## src/rtl/fg_prog_sequencer_if.sv

```systemverilog
// rtl/fg_prog_sequencer_if.sv - command channel into the floating-gate programming sequencer
interface fg_prog_sequencer_if #(
    parameter int ROW_BITS = 2,
    parameter int COL_BITS = 4,
    parameter int PW_W     = 16,
    parameter int CNT_W    = 8
);
    logic                cmd_valid;
    logic                cmd_ready;
    logic [1:0]          cmd_mode;
    logic [ROW_BITS-1:0] cmd_row;
    logic [COL_BITS-1:0] cmd_col;
    logic [CNT_W-1:0]    cmd_pulses;
    logic [PW_W-1:0]     cmd_width;

    modport master (
        output cmd_valid, cmd_mode, cmd_row, cmd_col, cmd_pulses, cmd_width,
        input  cmd_ready
    );

    modport slave (
        input  cmd_valid, cmd_mode, cmd_row, cmd_col, cmd_pulses, cmd_width,
        output cmd_ready
    );
endinterface

```

## src/rtl/fg_prog_sequencer.sv

```systemverilog
// rtl/fg_prog_sequencer.sv - settle/pulse-train/read/release sequencer for one FG island; FG_PROG_ABORT_EN adds abort input
module fg_prog_sequencer #(
    parameter int ROW_BITS   = 2,
    parameter int COL_BITS   = 4,
    parameter int PW_W       = 16,
    parameter int CNT_W      = 8,
    parameter int SETTLE_CYC = 8,
    parameter int GAP_CYC    = 4
) (
    input  logic                clk,
    input  logic                reset,
`ifdef FG_PROG_ABORT_EN
    input  logic                abort,
`endif
    fg_prog_sequencer_if.slave  cmd,
    output logic [ROW_BITS-1:0] row_addr,
    output logic [COL_BITS-1:0] col_addr,
    output logic                dec_en,
    output logic                prog_sw_en,
    output logic                drain_sel_en,
    output logic                gate_sel_en,
    output logic                inj_pulse,
    output logic                tun_pulse,
    output logic                meas_strobe,
    output logic                busy,
    output logic                done,
    output logic                err
);
    localparam int TMR_MAX = (SETTLE_CYC > GAP_CYC) ? SETTLE_CYC : GAP_CYC;
    localparam int TMR_W   = $clog2(TMR_MAX + 1);

    localparam logic [1:0] MODE_INJ  = 2'b00;
    localparam logic [1:0] MODE_READ = 2'b10;
    localparam logic [1:0] MODE_ILL  = 2'b11;

    typedef enum logic [2:0] {
        IDLE, SETUP, PULSE, GAP, MEASURE, RELEASE, DONE
    } state_t;

    state_t            state;
    logic [1:0]        mode_q;
    logic [PW_W-1:0]   width_q;
    logic [CNT_W-1:0]  remain_q;
    logic [PW_W-1:0]   pw_cnt;
    logic [TMR_W-1:0]  tmr;
    logic              en_q;
    logic              aborted_q;
    logic              abort_req;
    logic [PW_W-1:0]   width_m1;

`ifdef FG_PROG_ABORT_EN
    assign abort_req = abort;
`else
    assign abort_req = 1'b0;
`endif

    // A zero width still produces a one-cycle pulse; pw_cnt holds cycles left after the current one.
    assign width_m1 = (width_q == '0) ? '0 : width_q - PW_W'(1);

    assign cmd.cmd_ready  = (state == IDLE) && !reset;
    assign busy           = (state != IDLE);
    assign dec_en         = en_q;
    assign prog_sw_en     = en_q;
    assign drain_sel_en   = en_q;
    assign gate_sel_en    = en_q;

    always_ff @(posedge clk) begin
        if (reset) begin
            state       <= IDLE;
            mode_q      <= '0;
            width_q     <= '0;
            remain_q    <= '0;
            pw_cnt      <= '0;
            tmr         <= '0;
            en_q        <= 1'b0;
            aborted_q   <= 1'b0;
            row_addr    <= '0;
            col_addr    <= '0;
            inj_pulse   <= 1'b0;
            tun_pulse   <= 1'b0;
            meas_strobe <= 1'b0;
            done        <= 1'b0;
            err         <= 1'b0;
        end else begin
            done        <= 1'b0;
            meas_strobe <= 1'b0;
            case (state)
                IDLE: begin
                    if (cmd.cmd_valid) begin
                        mode_q   <= cmd.cmd_mode;
                        width_q  <= cmd.cmd_width;
                        remain_q <= cmd.cmd_pulses;
                        if (cmd.cmd_mode == MODE_ILL ||
                            (cmd.cmd_mode != MODE_READ && cmd.cmd_pulses == '0)) begin
                            state <= DONE;
                            done  <= 1'b1;
                            err   <= 1'b1;
                        end else begin
                            state    <= SETUP;
                            row_addr <= cmd.cmd_row;
                            col_addr <= cmd.cmd_col;
                            en_q     <= 1'b1;
                            err      <= 1'b0;
                            tmr      <= TMR_W'(SETTLE_CYC - 1);
                        end
                    end
                end
                SETUP: begin
                    if (abort_req) begin
                        state     <= RELEASE;
                        en_q      <= 1'b0;
                        aborted_q <= 1'b1;
                    end else if (tmr == '0) begin
                        if (mode_q == MODE_READ) begin
                            state       <= MEASURE;
                            meas_strobe <= 1'b1;
                        end else begin
                            state     <= PULSE;
                            inj_pulse <= (mode_q == MODE_INJ);
                            tun_pulse <= (mode_q != MODE_INJ);
                            pw_cnt    <= width_m1;
                        end
                    end else begin
                        tmr <= tmr - TMR_W'(1);
                    end
                end
                PULSE: begin
                    if (abort_req) begin
                        state     <= RELEASE;
                        en_q      <= 1'b0;
                        inj_pulse <= 1'b0;
                        tun_pulse <= 1'b0;
                        aborted_q <= 1'b1;
                    end else if (pw_cnt == '0) begin
                        state     <= GAP;
                        inj_pulse <= 1'b0;
                        tun_pulse <= 1'b0;
                        remain_q  <= remain_q - CNT_W'(1);
                        tmr       <= TMR_W'(GAP_CYC - 1);
                    end else begin
                        pw_cnt <= pw_cnt - PW_W'(1);
                    end
                end
                GAP: begin
                    if (abort_req) begin
                        state     <= RELEASE;
                        en_q      <= 1'b0;
                        aborted_q <= 1'b1;
                    end else if (tmr == '0) begin
                        if (remain_q != '0) begin
                            state     <= PULSE;
                            inj_pulse <= (mode_q == MODE_INJ);
                            tun_pulse <= (mode_q != MODE_INJ);
                            pw_cnt    <= width_m1;
                        end else begin
                            state <= RELEASE;
                            en_q  <= 1'b0;
                        end
                    end else begin
                        tmr <= tmr - TMR_W'(1);
                    end
                end
                MEASURE: begin
                    state     <= RELEASE;
                    en_q      <= 1'b0;
                    aborted_q <= abort_req;
                end
                RELEASE: begin
                    state    <= DONE;
                    done     <= 1'b1;
                    err      <= aborted_q;
                    row_addr <= '0;
                    col_addr <= '0;
                end
                DONE: begin
                    state     <= IDLE;
                    err       <= 1'b0;
                    aborted_q <= 1'b0;
                end
                default: begin
                    state <= IDLE;
                    en_q  <= 1'b0;
                end
            endcase
        end
    end
endmodule

```

## src/flat_wrapper.sv

```systemverilog
// flat-port wrapper written by rule: the top's interface ports become plain ports
module fg_prog_sequencer_flat 
#(
    parameter int ROW_BITS   = 2,
    parameter int COL_BITS   = 4,
    parameter int PW_W       = 16,
    parameter int CNT_W      = 8,
    parameter int SETTLE_CYC = 8,
    parameter int GAP_CYC    = 4
)
  (clk, reset, row_addr, col_addr, dec_en, prog_sw_en, drain_sel_en, gate_sel_en, inj_pulse, tun_pulse, meas_strobe, busy, done, err, cmd_cmd_valid, cmd_cmd_mode, cmd_cmd_row, cmd_cmd_col, cmd_cmd_pulses, cmd_cmd_width, cmd_cmd_ready);
  fg_prog_sequencer_if #(.ROW_BITS(ROW_BITS), .COL_BITS(COL_BITS), .PW_W(PW_W), .CNT_W(CNT_W)) cmd_i ();
  input  logic clk;
  input  logic reset;
  output logic [ROW_BITS-1:0] row_addr;
  output logic [COL_BITS-1:0] col_addr;
  output logic dec_en;
  output logic prog_sw_en;
  output logic drain_sel_en;
  output logic gate_sel_en;
  output logic inj_pulse;
  output logic tun_pulse;
  output logic meas_strobe;
  output logic busy;
  output logic done;
  output logic err;
  input wire logic [$bits(cmd_i.cmd_valid)-1:0] cmd_cmd_valid;
  input wire logic [$bits(cmd_i.cmd_mode)-1:0] cmd_cmd_mode;
  input wire logic [$bits(cmd_i.cmd_row)-1:0] cmd_cmd_row;
  input wire logic [$bits(cmd_i.cmd_col)-1:0] cmd_cmd_col;
  input wire logic [$bits(cmd_i.cmd_pulses)-1:0] cmd_cmd_pulses;
  input wire logic [$bits(cmd_i.cmd_width)-1:0] cmd_cmd_width;
  output wire logic [$bits(cmd_i.cmd_ready)-1:0] cmd_cmd_ready;
  assign cmd_i.cmd_valid = cmd_cmd_valid;
  assign cmd_i.cmd_mode = cmd_cmd_mode;
  assign cmd_i.cmd_row = cmd_cmd_row;
  assign cmd_i.cmd_col = cmd_cmd_col;
  assign cmd_i.cmd_pulses = cmd_cmd_pulses;
  assign cmd_i.cmd_width = cmd_cmd_width;
  assign cmd_cmd_ready = cmd_i.cmd_ready;
  fg_prog_sequencer #(.ROW_BITS(ROW_BITS), .COL_BITS(COL_BITS), .PW_W(PW_W), .CNT_W(CNT_W), .SETTLE_CYC(SETTLE_CYC), .GAP_CYC(GAP_CYC)) u_core (.clk(clk), .reset(reset), .cmd(cmd_i), .row_addr(row_addr), .col_addr(col_addr), .dec_en(dec_en), .prog_sw_en(prog_sw_en), .drain_sel_en(drain_sel_en), .gate_sel_en(gate_sel_en), .inj_pulse(inj_pulse), .tun_pulse(tun_pulse), .meas_strobe(meas_strobe), .busy(busy), .done(done), .err(err));
endmodule
```

## config.mk

```make
export PLATFORM = sky130hd
export DESIGN_NAME = fg_prog_sequencer_flat
export DESIGN_NICKNAME = d
export VERILOG_FILES = /design/src/rtl/fg_prog_sequencer_if.sv /design/src/rtl/fg_prog_sequencer.sv /design/src/flat_wrapper.sv
export SDC_FILE = /design/constraint.sdc
export NUM_CORES = 1
export LEC_CHECK = 0
export CORE_ASPECT_RATIO = 1.2
export CORE_MARGIN = 2
export CORE_UTILIZATION = 55
export CTS_CLUSTER_DIAMETER = 120
export DETAILED_ROUTE_END_ITERATION = 6
export PLACE_DENSITY = 0.86
export SLEW_MARGIN = 15
export SYNTH_ARGS = -nofsm -noshare
export SYNTH_HDL_FRONTEND = slang
export SYNTH_SLANG_ARGS = --single-unit
```

## constraint.sdc

```tcl
create_clock -name clk -period 6 [get_ports clk]
set_input_delay 1.2 -clock clk [delete_from_list [all_inputs] [get_ports clk]]
set_output_delay 1.2 -clock clk [all_outputs]
set_load 0.05 [all_outputs]
```

==> results.cfg <==
[outcome]
outcome = complete, no violations

[route]
wl_mm = 8.98
route.detailed.wl_per_inst_um = 15.4
avgViaCountPerCell = 6.07
detail_route.drc_violations = 0
drt_first_iter_violations = 230
wl_met1_mm = 3.87
drtPass1Iterations = 5
met2RoutedLength_mm = 4.50
route.vias.total = 3531
route.met3.wl_um = 424
antenna_left = 0
top_routing_layer_used = met4

[cells_and_area]
multi_input_comb_area_mm2 = 0.00211
post_layout_nonfiller_instances = 582
finalNetCount = 536
register_area_mm2 = 0.00122
area.growth.synth_to_final_pct = 21.1
fillers = 530
drive_above_1_share_pct = 7.60
diodes = 0
layout_common_cells = nand2_1, dfxtp_1, a21oi_1

[clocking]
cts.repair.resized = 0
clockBufferDepth = 2
clock_latency_on_the_worst_skew_pair_ns = 0.34
post_cts.repair.setup_buffers = 0
tritoncts = built
holdBufCountCts = 0
ctsRootBufferMaster = clkbuf_8
cts_made_buffers = 9
clkTransAtPathRegs_ns = 0.07
clock_sinks = 61
cts_max_level = 3

[global_routing]
grt_usage_pct = 26.1
number_of_global_route_vias_before_repair = 3291
global_route.overflow_total = 0
grt_max_degree = 69
grt_antenna_before_repair = 0
first_pass_grt_wire_length_mm = 15.2

[synthesis]
synth_enable_flop_cells = 0
syn_inst = 462
syn-mean-instance-area_um2 = 7.61
async_set_or_reset_register_ratio_after_synthesis_pct = 0
ys_dominant_reg_cell = dfxtp_1
synthesized_netlist_net_count = 502
synth_cell_area_mm2 = 0.00352
yosys_register_bits = 61
synth.yosys.seq_area_share_pct = 34.7
synth_cell_types = 56
synth-warning-count = 0

[sta]
setup_viol = 0
achievable-frequency_ghz = 0.280
fin_worst_skew_ns = 0.0103
grt_setup_unrepaired = no
finalCriticalPeriod_ns = 3.57
final_max_slew_viol_count = 0
setup_tns_ns = 0
timing.final.ws_setup_ns = 2.43
report.final.hold_viol_count = 0
slew_headroom_pct = 42.3
final.period_utilization_pct = 59.5
worst_tran_pin_value_ns = 0.866

[worst_setup_path]
worstPathBufferInverterCount = 2
worst_path_dominant_cell_family = buffers and inverters
worst_r2r_path_depth = 8
timing.critical_path.slowest_cell_delay_ns = 0.80
ff2ff_setup_slack_ns = 3.33
timing.critical_path.slowest_stage_cell = clkdlybuf4s50_1
start_kind = register
cp.required_ns = 4.80
critical_path.reg2reg.endpoint = u_core.pw_cnt[7]
critPathMaxFanout = 18
data_arrival_time_at_the_worst_slack_endpoint_ns = 2.37
crit_path_end_kind = output port
worst_r2r_startpoint = u_core.remain_q[0]
worstPathCellList = nor3_1, inv_1, nor2_1, clkdlybuf4s50_1
crit_type = register to output port

[job]
max_cap_viol_count = 0

[place]
io_buffers = 51
gp_congestion = 0.893
dp.cells = 567
placement.setup.worst_slack_ns = 2.60
hpwlAfterDp_mm = 6.18

[power]
power.leakage_nw = 1.54
power.ir.vdd_worst_mv = 0.355
power-per-cell-area_mw_per_mm2 = 616

[floorplanning]
core_area_mm2 = 0.00613
number_of_i_o_pins = 52
floorplan.die_area_mm2 = 0.00705
cell_rows = 31
die_w_um = 77.0
floorplan.initialDensity_pct = 57.4
die_y_um = 91.6

[hold_path]
hold_path_depth = 2
min_path_type = register to register
worst_hold_path.endpoint = u_core.remain_q[1]
min_from = u_core.remain_q[1]
kinds of logic after synthesis:
family          Yosys count  share of synthesized area [%]
simple gates            202                           30.3
xor+xnor                 10                           2.49
buf+inv                  43                           5.16
mux                       4                           1.17
flops                    61                           34.7
compound gates          137                           24.3
fa+ha+maj                 5                           1.78
worst reg2reg max path, delay by kind of cell (launching register included):
kind                     cells  cell delay, ns
buffers and inverters        1            0.06
AND/OR/NAND/NOR              3            1.34
AO/OA/AOI/OAI                3            0.59
adder cells (fa/ha/maj)      1            0.20
flip-flops                   1            0.34
metal layers:
layer  vias up  GRT usage, %
met5         -             0
met4         0          10.9
met3        21          3.78
met2       122          43.5
met1      1663          33.8
li1       1725             -
Yosys cell counts, types with 6 or more instances:
cell type	number	area, µm²
nor3_1	20	100
o32ai_1	6	52.6
clkbuf_1	20	75.1
inv_1	12	45.0
a21oi_1	56	280
nand2_1	61	229
nand2b_1	15	93.8
dfxtp_1	61	1220
nor2_1	44	165
buf_2	7	35.0
o21ai_0	29	145
nand3_1	14	70.1
worst max path at each step:
stage,end,cells past startpoint,slack [ns],start
after global routing,cmd_cmd_ready,4,2.28,u_core.state[0]
final,cmd_cmd_ready,4,2.43,u_core.state[0]
after detailed placement,cmd_cmd_ready,3,2.60,reset
after CTS,cmd_cmd_ready,4,2.44,u_core.state[0]
after global placement,cmd_cmd_ready,3,2.60,reset
after floorplan,cmd_cmd_ready,3,2.54,reset
per-stage QoR:
step | area [µm²] | total power, mW | util, % | hold WS, ns
2_1_floorplan | 3520 | 1.77 | - | 0.441
3_3_place_gp | 4010 | 2.09 | 65.4 | 0.448
3_5_place_dp | 4010 | 2.13 | 65.4 | 0.455
4_1_cts | 4260 | 2.60 | 69.5 | 0.463
5_1_grt | 4260 | 2.80 | 69.5 | 0.495
6_report | 4260 | 2.62 | 69.5 | 0.462
cell type report:
class / count / share of cell area, %
Multi-Input combinational cell: 358 / 49.6
Sequential cell: 61 / 28.7
Timing Repair Buffer: 54 / 12.4
Clock buffer: 11 / 3.56
Tap cell: 82 / 2.41
Clock inverter: 4 / 2.23
Inverter: 12 / 1.06
sequential cells by signal, summed over array words and instances (netlist names), 2 cells and up:
signal / flops
u_core.remain_q: 8
u_core.row_addr: 2
u_core.tmr: 4
u_core.pw_cnt: 16
u_core.width_q: 16
u_core.state: 3
u_core.col_addr: 4
u_core.mode_q: 2
power by group:
group          switching [mW]  total (mW)  internal, mW
clock network           0.161       0.457         0.296
registers               0.161       0.691         0.530
logic                   0.908        1.47         0.566
total                    1.23        2.62          1.39
Note: power is estimated with default switching activity, not from simulation.
